### src/rtl/pending_encoder32to5.sv
// Registered 32-to-5 priority encoder: request pulses accumulate in a pending
// register and one index at a time is offered to a consumer over valid/ack.
module pending_encoder32to5 #(
   parameter bit LOW_FIRST = 1'b1
) (
   input  logic        clk,
   input  logic        rst,
   input  logic        en,
   input  logic [31:0] req,
   input  logic        ack,
   output logic [4:0]  idx,
   output logic        valid,
   output logic [31:0] pending
);

   // The output register doubles as the FSM: valid is the state bit itself.
   localparam logic [0:0] ST_IDLE    = 1'b0;
   localparam logic [0:0] ST_PRESENT = 1'b1;

   logic [0:0]  state_q;
   logic [4:0]  idx_q;
   logic [31:0] pend_q;

   logic [31:0] clr;
   logic [31:0] p_next;
   logic [31:0] set_bits;

   function automatic logic [4:0] enc(input logic [31:0] v);
      logic [4:0] r;
      r = 5'd0;
      if (LOW_FIRST) begin
         for (int i = 31; i >= 0; i--) begin
            if (v[i]) r = 5'(i);
         end
      end else begin
         for (int i = 0; i < 32; i++) begin
            if (v[i]) r = 5'(i);
         end
      end
      return r;
   endfunction

   // Handshake: idx is offered while valid=1 and held until ack=1 is seen on
   // a rising edge; that edge retires the index and clears its pending bit.
   // ack is ignored while valid=0. New requests join the pending set only
   // after the edge they are sampled on, so set beats clear on one bit.
   always_comb begin
      clr      = '0;
      if ((state_q == ST_PRESENT) && ack) clr = 32'd1 << idx_q;
      p_next   = pend_q & ~clr;
      set_bits = en ? req : '0;
   end

   always_ff @(posedge clk) begin
      if (rst) begin
         pend_q  <= '0;
         state_q <= ST_IDLE;
         idx_q   <= 5'd0;
      end else begin
         pend_q <= p_next | set_bits;
         if ((state_q == ST_IDLE) || ack) begin
            state_q <= (|p_next) ? ST_PRESENT : ST_IDLE;
            idx_q   <= enc(p_next);
         end
      end
   end

   assign valid   = (state_q == ST_PRESENT);
   assign idx     = idx_q;
   assign pending = pend_q;

endmodule
### config.mk
export PLATFORM = sky130hd
export DESIGN_NAME = pending_encoder32to5
export DESIGN_NICKNAME = d
export VERILOG_FILES = /design/src/rtl/pending_encoder32to5.sv
export SDC_FILE = /design/constraint.sdc
export NUM_CORES = 1
export LEC_CHECK = 0
export CAP_MARGIN = 10
export CORE_MARGIN = 5
export CORE_UTILIZATION = 41
export DETAILED_ROUTE_END_ITERATION = 7
export PLACE_DENSITY = 0.73
export SYNTH_ARGS = -nofsm -noshare
export SYNTH_HDL_FRONTEND = slang
export SYNTH_SLANG_ARGS = --single-unit
### constraint.sdc
create_clock -name clk -period 1.95 [get_ports clk]
set_clock_uncertainty 0.05 [all_clocks]
set_input_delay 0.2925 -clock clk [delete_from_list [all_inputs] [get_ports clk]]
set_output_delay 0.2925 -clock clk [all_outputs]
set_load 0.01 [all_outputs]
---- Word level (Yosys, flattened, before mapping) ----
Cells that the tools add are included.
storage, ports and cells
  bits in registers ....................... 38
  input bits .............................. 36
  word-level logic and storage cells ...... 46
operators by class
  shift-type cells ........................ 1
  muxes and demuxes ....................... 35
  bitwise operators ....................... 4
  reductions and logical operators ........ 3
operator list
  kind                                                                 count
  5-bit 2-to-1 mux                                                     32
  32-bit 2-to-1 mux                                                    2
  32-bit bitwise AND                                                   1
  32-bit inverter                                                      1
  32-bit OR                                                            1
  32-bit OR reduction                                                  1
  1-bit by 5-bit left shift with 32-bit output (first input constant)  1
  1-bit logical AND                                                    1
  1-bit logical OR                                                     1
  1-bit 2-to-1 mux                                                     1
  1-bit inverter                                                       1

---- Depth between registers and ports, before layout ----
Gate-level depths: netlist of run 1.
  word-level depth ........................ 36
  mapped depth ............................ 8

---- Worst setup path after synthesis of run 1 ----
No wires, ideal clock.
  path type ............................... register -> register
  start point ............................. reg state_q, in the netlist valid
  end point ............................... reg idx_q[4], in the netlist idx[4]
  library setup time ...................... 70 ps
  arrival ................................. 2041 ps
  required time ........................... 1830 ps
  setup slack ............................. -212 ps
  stages on the path, launching flop included .. 9
  period minus slack after synthesis ...... 2162 ps
  cell sequence ........................... dfxtp_1 -> buf_4 -> nand3b_4 -> o31ai_1 -> nand2_1 -> or4_4 -> nor3_2 -> o21ai_1 -> a21oi_1
on the way
  cells in the longest elaborated chain, start to end .. 36
RTL lines
  element                         RTL line  RTL
  start, declared                 20        logic [0:0] state_q;
  start signal, assigned          62        state_q <= (|p_next) ? ST_PRESENT : ST_IDLE;
  1-bit logical AND               49        if ((state_q == ST_PRESENT) && ack) clr = 32'd1 << idx_q;
  32-bit 2-to-1 mux               49
  32-bit inverter                 50        p_next = pend_q & ~clr;
  32-bit bitwise AND              50
  5-bit 2-to-1 mux (32 in a row)  33        if (v[i]) r = 5'(i);
  end signal, assigned            63        idx_q <= enc(p_next);
  end, declared                   21        logic [4:0] idx_q;
Parallel ways exist; a longest one is shown, timed or not.
A chain may end at the register's enable or synchronous reset.

---- Worst setup path in the final report of run 1 ----
  start point ............................. reg idx_q[0], in the netlist idx[0]
  end point ............................... reg idx_q[4], in the netlist idx[4]
on the way
  cells in the longest elaborated chain, start to end .. 36
RTL lines
  element                                         RTL line
  1-bit by 5-bit left shift with 32-bit output *  49
  32-bit 2-to-1 mux *                             49
  32-bit inverter *                               50
  32-bit bitwise AND *                            50
  5-bit 2-to-1 mux (31 in a row)                  33
  5-bit 2-to-1 mux *                              33
Mark *: on every way between the ends. The rest lies on a longest branch, timed or not.

==> run summary, run 1 <==
RSZ-0062 raised after global routing = yes
fillers = 393
Antenna diodes = 0
DR iter-0 viols = 265
Ports = 74
Crit Path Class = flop to flop
Worst setup EP type = flop
Min-Delay Path Depth = 2
Root Buffer = clkbuf_8
Leakage = 1.61 nW
combinational group share of total power = 39.8%
final WL = 8990 microns
Startpoint Class = flop
Worst slew margin = 68.4%
layout cells sized above 1 = 36.1%
Syn Inst Count = 282
Final Hold Vio Count = 0
ys flop type = dfxtp_1
Int Pwr = 1.75 mW
all-layer global routing usage = 25.1%
failing checks = negative setup slack
CTS tree = done
EDFF count, synth = 0
DP Worst Slack = -0.727 ns
initial core utilization = 42.7%
Compound-Gate Fraction of Synth Area = 36.2%
clock latency on the worst-skew pair = 0.29 ns
power density over cell area = 637 mW/mm^2
CP arrival = 2.30 ns
Net Sw Power = 847 uW
Max FO, Critical Path = 5
max_cap viols = 0
CTS buffer count = 5
core area = 0.00520 sq mm
initial antenna violation count = 0
GRT Residual Overflow = 0
DR DRC count = 0
count of cell types in the netlist = 57
Max Buffers Root-to-Sink = 2
post-synthesis simple-gate area fraction = 22.2%
die area = 0.00700 sq mm
switch share = 32.6%
Final ANT Viol Nets = 0
placed cell area = 0.00371 sq mm
critical path data required time = 2.12 ns
Final Util = 78.3%
Clk network pwr share = 24.8%
mux contribution to synthesized area = 1.91%
post-synthesis adder-cell area fraction = 0%
final net count = 475
Synth Cell Area = 0.00222 sq mm
largest family of logic cells by synthesized area = compound AO/OA/AOI/OAI gates
Total Power = 2.60 mW
die height = 83.7 microns
area of the multi-input gates = 0.00159 sq mm
XOR/XNOR Fraction of Synth Area = 0%
Ys Warns = 0
Register Area = 781 sq um
clock transition at the registers of the reported paths = 0.08 ns
Std-Cell Rows = 26
worst min path class = flop to flop
crit share post-route = 109%
Peak VDD IR = 0.420 mV
Die Span X = 83.7 microns
vias in the first global route = 2955
r2r setup slk = -0.18 ns
CTS sink cnt = 38
setup TNS = -0.766 ns
Max Slew Vio Count = 0
result of the run = finished, violations left
Least-Margin Pin Slew = 0.473 ns
final worst path period need = 2.13 ns
post-synthesis async set-or-reset flop share = 0%
R2R cell count = 9
area grow syn2layout = 83.2%
mean cell area of the mapped netlist = 7.89 sq um
WL per Instance = 17.6 microns
post-synthesis sequential area ratio = 34.2%
first-pass GRT wire length = 14400 microns
number of port buffers = 73
Post-Syn Nets = 318
post-route cell area = 0.00408 sq mm
highest clock rate = 469 MHz
Hold-fix buffers, CTS = 0
H-tree levels = 2
DR pass1 iterations = 4
Final Wtd Congestion = 0.951
vias per inst = 5.71
dpl hpwl = 6260 microns
Synth Register Bits = 38
pin count of the biggest net entering global routing = 36
Final Setup Violations = 6
Flop pwr share = 35.4%
vias = 2912
setup ws final = -0.181 ns
[stage by stage]
stage / std cells / hold slack (ns)
floorplan: 282 / 0.383
global placement: 493 / 0.447
detailed placement: 493 / 0.457
CTS: 503 / 0.476
global route: 510 / 0.501
finish: 510 / 0.476
[path summary, 6_finish.rpt]
| check | startpoint | endpoint |
|---|---|---|
| setup / recovery | idx[0] | idx[4] |
| hold / removal | pending[28] | pending[28] |
| setup reg to reg | idx[0] | idx[4] |
| hold reg to reg | pending[28] | pending[28] |
[cell usage after synthesis, types with 3 or more instances]
| library cell | number | area share (%) |
|---|---|---|
| nand4_1 | 3 | 0.84 |
| nor2_1 | 14 | 2.4 |
| a31oi_1 | 3 | 0.84 |
| nor3_1 | 5 | 1.1 |
| a211oi_1 | 3 | 1.0 |
| nor2b_1 | 6 | 1.7 |
| o31ai_1 | 12 | 4.0 |
| nand3_1 | 8 | 1.8 |
| clkbuf_1 | 12 | 2.0 |
| nand2_1 | 34 | 5.7 |
| dfxtp_1 | 38 | 34 |
| o2111ai_1 | 3 | 1.2 |
| nand2b_1 | 4 | 1.1 |
| nor4_1 | 3 | 0.84 |
| o21ai_0 | 15 | 3.4 |
| inv_1 | 8 | 1.3 |
| o32ai_1 | 7 | 2.8 |
| or2_1 | 3 | 0.84 |
| o31a_1 | 7 | 2.8 |
| buf_2 | 3 | 0.67 |
| a21oi_1 | 44 | 9.9 |
[kinds of logic (layout without fill, tap and decap cells)]
kind of cell           count (synthesis)  after routing
multiplexers                           4              4
AND/OR/NAND/NOR                       94             95
flip-flops                            38             38
AO/OA/AOI/OAI                        118            118
buffers and inverters                 28            185
[layout by cell type, fill, tap and decap left out, types with 3 or more instances in the layout]
cell             netlist  routed
nand2_1               34      32
clkdlybuf4s50_1        0      72
o21ai_1                2       6
a21oi_2                0       3
a21oi_1               44      41
o31a_1                 7       7
o31ai_2                2       3
nor2b_1                6       4
clkbuf_8               0       8
dfxtp_1               38      32
o21ai_0               15      11
nand2_2                1       3
o32ai_2                0       3
nand3_1                8       5
a31oi_1                3       3
o31ai_1               12       5
nor4_1                 3       3
nor3_1                 5       4
nor2_1                14      14
buf_4                  2      90
o31ai_4                2       8
dfxtp_4                0       5
buf_6                  1       4
nand3_2                0       3
o32ai_1                7       3
nand4_1                3       3
inv_1                  8       7
[state kept, by name, indices dropped and copies added, names as in the netlist]
register / cells
valid: 1
pending: 32
idx: 5
[per-layer routing]
| layer | track usage, % | vias up | part of all wire, % |
|---|---|---|---|
| li1 | - | 1385 | - |
| met1 | 30.0 | 1378 | 42 |
| met2 | 43.5 | 128 | 48 |
| met3 | 5.73 | 21 | 7.1 |
| met4 | 9.80 | 0 | 2.2 |
| met5 | 0 | - | 0 |
[final cells by class]
cell class | count | area share, %
inverters | 9 | 0.921
multi-input cells | 217 | 39.1
repair buffers | 168 | 36.0
flip-flops and latches | 38 | 19.2
well taps | 70 | 2.15
clock buffers | 8 | 2.70
[timing repair]
| action | 4_1_cts | 5_1_grt |
|---|---|---|
| setup endpoints to repair | 7 | 6 |
| cloned | 0 | 1 |
| pin swaps | 4 | 15 |
| buffers inserted | 2 | 6 |
| resized for setup | 29 | 19 |
[worst max-delay path, cell delays in order, from the launching register on]
cell	delay (ns)
dfxtp_4	0.37
buf_4	0.12
nand2b_4	0.07
buf_6	0.15
o31ai_4	0.28
nand2_2	0.10
or4_4	0.56
nor3_4	0.15
o21ai_1	0.09
a21oi_1	0.12
[power groups by stage]
| stage | Combinational (mW) | Sequential, mW | Clock, mW |
|---|---|---|---|
| 2_1_floorplan | 0.401 | 0.930 | 0 |
| 3_3_place_gp | 0.889 | 0.923 | 0 |
| 3_5_place_dp | 0.900 | 0.925 | 0 |
| 4_1_cts | 0.964 | 0.916 | 0.657 |
| 5_1_grt | 1.10 | 0.924 | 0.690 |
| 6_report | 1.03 | 0.918 | 0.645 |
(Power assumes the default switching activity.)
==> run 2, diff against run 1 <==
--- a/config.mk
+++ b/config.mk
@@ -9,7 +9,9 @@
 export CORE_MARGIN = 5
 export CORE_UTILIZATION = 41
 export DETAILED_ROUTE_END_ITERATION = 7
+export GPL_TIMING_DRIVEN = 0
 export PLACE_DENSITY = 0.73
+export SLEW_MARGIN = 20
 export SYNTH_ARGS = -nofsm -noshare
 export SYNTH_HDL_FRONTEND = slang
 export SYNTH_SLANG_ARGS = --single-unit
==> run 2 against run 1 <==
  * Cell count decreased by 13%
  * Combinational power decreased by 17%
  * First-iteration DRC count decreased by 29%
  * Sequential power decreased by 0.4%
  * Register-to-register slack got worse by 0.03 ns
  * Flip-flop and latch count unchanged
  * Highest routed layer unchanged
  * The flow still finishes with violations (negative setup slack)
  * Critical path depth decreased by 2
  * Largest power group is now sequential cells
  * Non-clock buffer count decreased by 64
  * Hold slack got worse by 0.074 ns
  * Sequential share of layout area increased by 2.4 points
  * Die area unchanged
  * Cell area decreased by 12%
  * Largest cell class unchanged
==> run summary, run 2 (synthesis results as in run 1) <==
Final Wtd Congestion = 0.914
final worst path period need = 2.16 ns
Final Hold Vio Count = 0
GRT Residual Overflow = 0
Crit Path Class = flop to flop
final WL = 8120 microns
final net count = 411
Hold-fix buffers, CTS = 0
area grow syn2layout = 61.2%
highest clock rate = 463 MHz
vias per inst = 5.94
Final ANT Viol Nets = 0
Max FO, Critical Path = 9
number of port buffers = 72
setup ws final = -0.211 ns
fillers = 452
CTS sink cnt = 38
Root Buffer = clkbuf_8
Peak VDD IR = 0.331 mV
Leakage = 1.29 nW
vias in the first global route = 2646
DR DRC count = 0
initial antenna violation count = 0
Net Sw Power = 811 uW
Crit. Startpoint = idx[4]
Final Util = 68.9%
DR pass1 iterations = 4
Max Buffers Root-to-Sink = 2
layout cells sized above 1 = 23.7%
DP Worst Slack = -0.533 ns
Flop pwr share = 39.7%
CTS tree = done
Max Slew Vio Count = 0
core area = 0.00520 sq mm
dpl hpwl = 5700 microns
die area = 0.00700 sq mm
Antenna diodes = 0
WL per Instance = 18.2 microns
R2R Path Start = idx[4]
power density over cell area = 642 mW/mm^2
RSZ-0062 raised after global routing = yes
Final Setup Violations = 6
hold_sp = ack
die height = 83.7 microns
vias = 2645
critical path data required time = 2.12 ns
Worst slew margin = 61.6%
clock transition at the registers of the reported paths = 0.07 ns
most common cell after layout, fill and taps aside = clkdlybuf4s50_1
result of the run = finished, violations left
most frequent cells in the layout = clkdlybuf4s50_1, a21oi_1, nand2_1, dfxtp_1, buf_4
initial core utilization = 42.7%
switch share = 35.2%
area of the multi-input gates = 0.00165 sq mm
Std-Cell Rows = 26
pin count of the biggest net entering global routing = 12
CTS buffer count = 5
setup TNS = -0.952 ns
Int Pwr = 1.49 mW
H-tree levels = 2
max FFs per register = 32
DR iter-0 viols = 188
Ports = 74
max_cap viols = 0
Startpoint Class = flop
first-pass GRT wire length = 13200 microns
Least-Margin Pin Slew = 0.577 ns
Worst setup EP type = flop
all-layer global routing usage = 23.1%
Register Area = 773 sq um
combinational group share of total power = 37.3%
worst min path class = input pin to flop
clock latency on the worst-skew pair = 0.30 ns
Die Span X = 83.7 microns
crit share post-route = 111%
CP arrival = 2.33 ns
Clk network pwr share = 23.0%
failing checks = negative setup slack
run 2: cell count changes in the layout (fill, tap and decap cells not counted), moves of 3 or more:
cell and delta:
a21oi_1 +3, a21oi_2 -3, buf_4 -75, clkbuf_1 +8, dfxtp_2 +3, dfxtp_4 -3, o21ai_0 -3
run 2: metrics by stage:
stage | instance area (sq um) | hold slack (ns) | total power [mW] | cells
3_3_place_gp | 3140 | 0.443 | 1.63 | 424
6_report | 3590 | 0.402 | 2.30 | 445
3_5_place_dp | 3140 | 0.449 | 1.64 | 424
5_1_grt | 3590 | 0.424 | 2.41 | 445
4_1_cts | 3520 | 0.401 | 2.27 | 442
2_1_floorplan | 2330 | 0.383 | 1.33 | 282
run 2: area by class of cell:
cell class,count,area share [%]
Buffer,18,3.84
Clock buffer,5,1.92
Clock inverter,2,0.279
Inverter,9,0.942
Multi-Input combinational cell,217,46.0
Sequential cell,38,21.6
Tap cell,70,2.44
Timing Repair Buffer,86,23.0
run 2: critical path: stages, from the launching register on:
cell and delay, ns:
dfxtp_2 0.39, nand3b_2 0.32, o31ai_4 0.30, nand2_1 0.12, or4_4 0.56, nor3_4 0.14
o21ai_1 0.09, a21oi_1 0.11
run 2: power by group through the flow:
stage / clock network, mW / logic, mW / registers [mW]
global route: 0.570 / 0.917 / 0.922
CTS: 0.538 / 0.823 / 0.907
detailed placement: 0 / 0.721 / 0.915
floorplan: 0 / 0.401 / 0.930
global placement: 0 / 0.716 / 0.913
finish: 0.529 / 0.860 / 0.914
run 2: path summary, 6_finish.rpt:
kind / slack (ns) / cells past startpoint / end
worst min register to register: 0.46 / 2 / pending[4]
worst max register to register: -0.21 / 7 / idx[4]
worst min-delay path: 0.40 / 4 / idx[4]
worst max-delay path: -0.21 / 7 / idx[4]
run 2: metal layers:
metal  GRT usage [%]  share of wire [%]  vias up
met3            4.74                6.7       23
met1            30.0                 44     1249
met4            9.21                2.6        0
met2            37.2                 47      118
li1                -                  -     1255
met5               0                  0        -
run 2: what timing repair did:
item	4_1_cts	5_1_grt
gates cloned	1	0
buffers inserted	11	3
pin swaps	13	4
gates resized for setup	52	10
endpoints found under the setup margin	6	6
==> run 3, diff against run 2 <==
--- a/config.mk
+++ b/config.mk
@@ -10,7 +10,7 @@
 export CORE_UTILIZATION = 41
 export DETAILED_ROUTE_END_ITERATION = 7
 export GPL_TIMING_DRIVEN = 0
-export PLACE_DENSITY = 0.73
+export PLACE_DENSITY = 0.76
 export SLEW_MARGIN = 20
 export SYNTH_ARGS = -nofsm -noshare
 export SYNTH_HDL_FRONTEND = slang
==> run 3 against run 2 <==
  * The flow still finishes with violations (negative setup slack)
  * Sequential share of layout area down 0.81 points
  * Routed wire length grew 5.1%
  * Die area stayed put
  * Cell area up 3.9%
  * Maximum frequency down 0.53%
  * Non-clock buffer count is 9 higher
  * Count of clock-buffer cells in the layout rose by 1
  * Total power rose by 16%
  * First-iteration DRC count up 35%
  * Sequential power is essentially flat
  * Largest power group unchanged
  * Highest routed layer unchanged
==> run summary, run 3 (synthesis results as in run 1) <==
Root Buffer = clkbuf_8
cell family with most CP delay = compound AO/OA/AOI/OAI gates
final WL = 8530 microns
DR pass1 iterations = 4
Max Slew Vio Count = 0
highest clock rate = 460 MHz
DR iter-0 viols = 254
most common cell after layout, fill and taps aside = clkdlybuf4s50_1
vias per inst = 6.00
Worst slew margin = 59.8%
clock latency on the worst-skew pair = 0.30 ns
CTS buffer count = 5
Worst path slowest cell = dfxtp_2
Leakage = 1.37 nW
final hold slack = 0.438 ns
area grow syn2layout = 67.5%
Max Buffers Root-to-Sink = 2
first-pass GRT wire length = 13300 microns
Worst setup EP type = flop
Ports = 74
Max FO, Critical Path = 9
placed cell area = 0.00314 sq mm
critical path data required time = 2.05 ns
Hold-fix buffers, CTS = 0
GRT Residual Overflow = 0
Final ANT Viol Nets = 0
max_cap viols = 0
Startpoint Class = flop
failing checks = negative setup slack
final worst path period need = 2.17 ns
post-route cell area = 0.00373 sq mm
Flop pwr share = 34.3%
Final Setup Violations = 6
most frequent cells in the layout = clkdlybuf4s50_1, a21oi_1, dfxtp_1
CP arrival = 2.27 ns
Total Power = 2.66 mW
combinational group share of total power = 34.1%
result of the run = finished, violations left
all-layer global routing usage = 23.2%
switch share = 31.5%
Net Sw Power = 839 uW
Crit Path Class = flop to flop
Peak VDD IR = 0.449 mV
Int Pwr = 1.82 mW
CTS sink cnt = 38
Worst path max stage delay = 0.40 ns
power density over cell area = 715 mW/mm^2
max FFs per register = 32
die area = 0.00700 sq mm
worst min path class = input pin to flop
fillers = 407
RSZ-0062 raised after global routing = yes
Clk network pwr share = 31.6%
H-tree levels = 2
vias in the first global route = 2607
number of port buffers = 72
clock transition at the registers of the reported paths = 0.08 ns
CTS tree = done
core area = 0.00520 sq mm
dpl hpwl = 5770 microns
Bufs and invs on worst path = 0
pin count of the biggest net entering global routing = 13
Final Hold Vio Count = 0
Antenna diodes = 0
Final Wtd Congestion = 0.890
non-filler cells, final = 455
crit share post-route = 111%
Die Span X = 83.7 microns
initial core utilization = 42.7%
r2r setup slk = -0.22 ns
layout cells sized above 1 = 26.2%
die height = 83.7 microns
Std-Cell Rows = 26
DR DRC count = 0
WL per Instance = 18.8 microns
vias = 2729
final net count = 420
initial antenna violation count = 0
post-placement cell count = 424
Least-Margin Pin Slew = 0.603 ns
crit-path cells = nand4b_1 > o31a_1 > o32ai_4 > a21boi_1 > o21ai_1 > a21oi_1 > o32ai_1
setup ws final = -0.222 ns
==> run 3: power by group through the flow <==
stage	clock [mW]	sequential [mW]	combinational [mW]
floorplan	0	0.930	0.401
global placement	0	0.913	0.719
detailed placement	0	0.915	0.725
CTS	0.852	0.907	0.817
global route	0.895	0.921	0.965
finish	0.843	0.914	0.907
==> run 3: final timing paths <==
| kind | cells after the start | end | startpoint |
|---|---|---|---|
| max reg2reg | 7 | idx[1] | idx[4] |
| min | 4 | idx[4] | ack |
| max | 7 | idx[1] | idx[4] |
| min reg2reg | 2 | pending[28] | pending[28] |
==> run 3: per-stage QoR <==
step	utilization, %	worst slack (ns)	setup TNS [ns]
floorplan	-	-0.0752	-0.298
global route	71.6	-0.295	-1.60
CTS	68.1	-0.202	-1.10
global placement	60.4	-0.561	-4.12
finish	71.6	-0.222	-1.13
detailed placement	60.4	-0.610	-4.43
==> run 3: worst register-to-register path, cell delays in order (launching register included) <==
cell	delay, ns
dfxtp_2	0.40
nand4b_1	0.36
o31a_1	0.37
o32ai_4	0.18
a21boi_1	0.25
o21ai_1	0.08
a21oi_1	0.20
o32ai_1	0.13
==> run 3: layout make-up <==
type	count	area (sq um)	share of cell area, %
plain buffers	18	135	3.63
clock buffers	6	82.6	2.22
clock inverters	2	60.1	1.61
inverters	9	33.8	0.906
multi-input cells	217	1660	44.5
flip-flops and latches	38	773	20.7
well taps	70	87.6	2.35
repair buffers	95	895	24.0
==> run 3: repair_timing <==
action,CTS,global route
setup endpoints to repair,6,6
cloned,1,1
pin swaps,13,10
setup buffers,12,10
gates resized for setup,34,29
==> run 3: layer usage <==
layer / vias up / part of all wire [%] / global-route usage (%)
met4: 0 / 2.4 / 7.16
met3: 25 / 8.9 / 5.13
met1: 1302 / 41 / 28.8
met5: - / 0 / 0
met2: 128 / 48 / 39.9
li1: 1274 / - / -
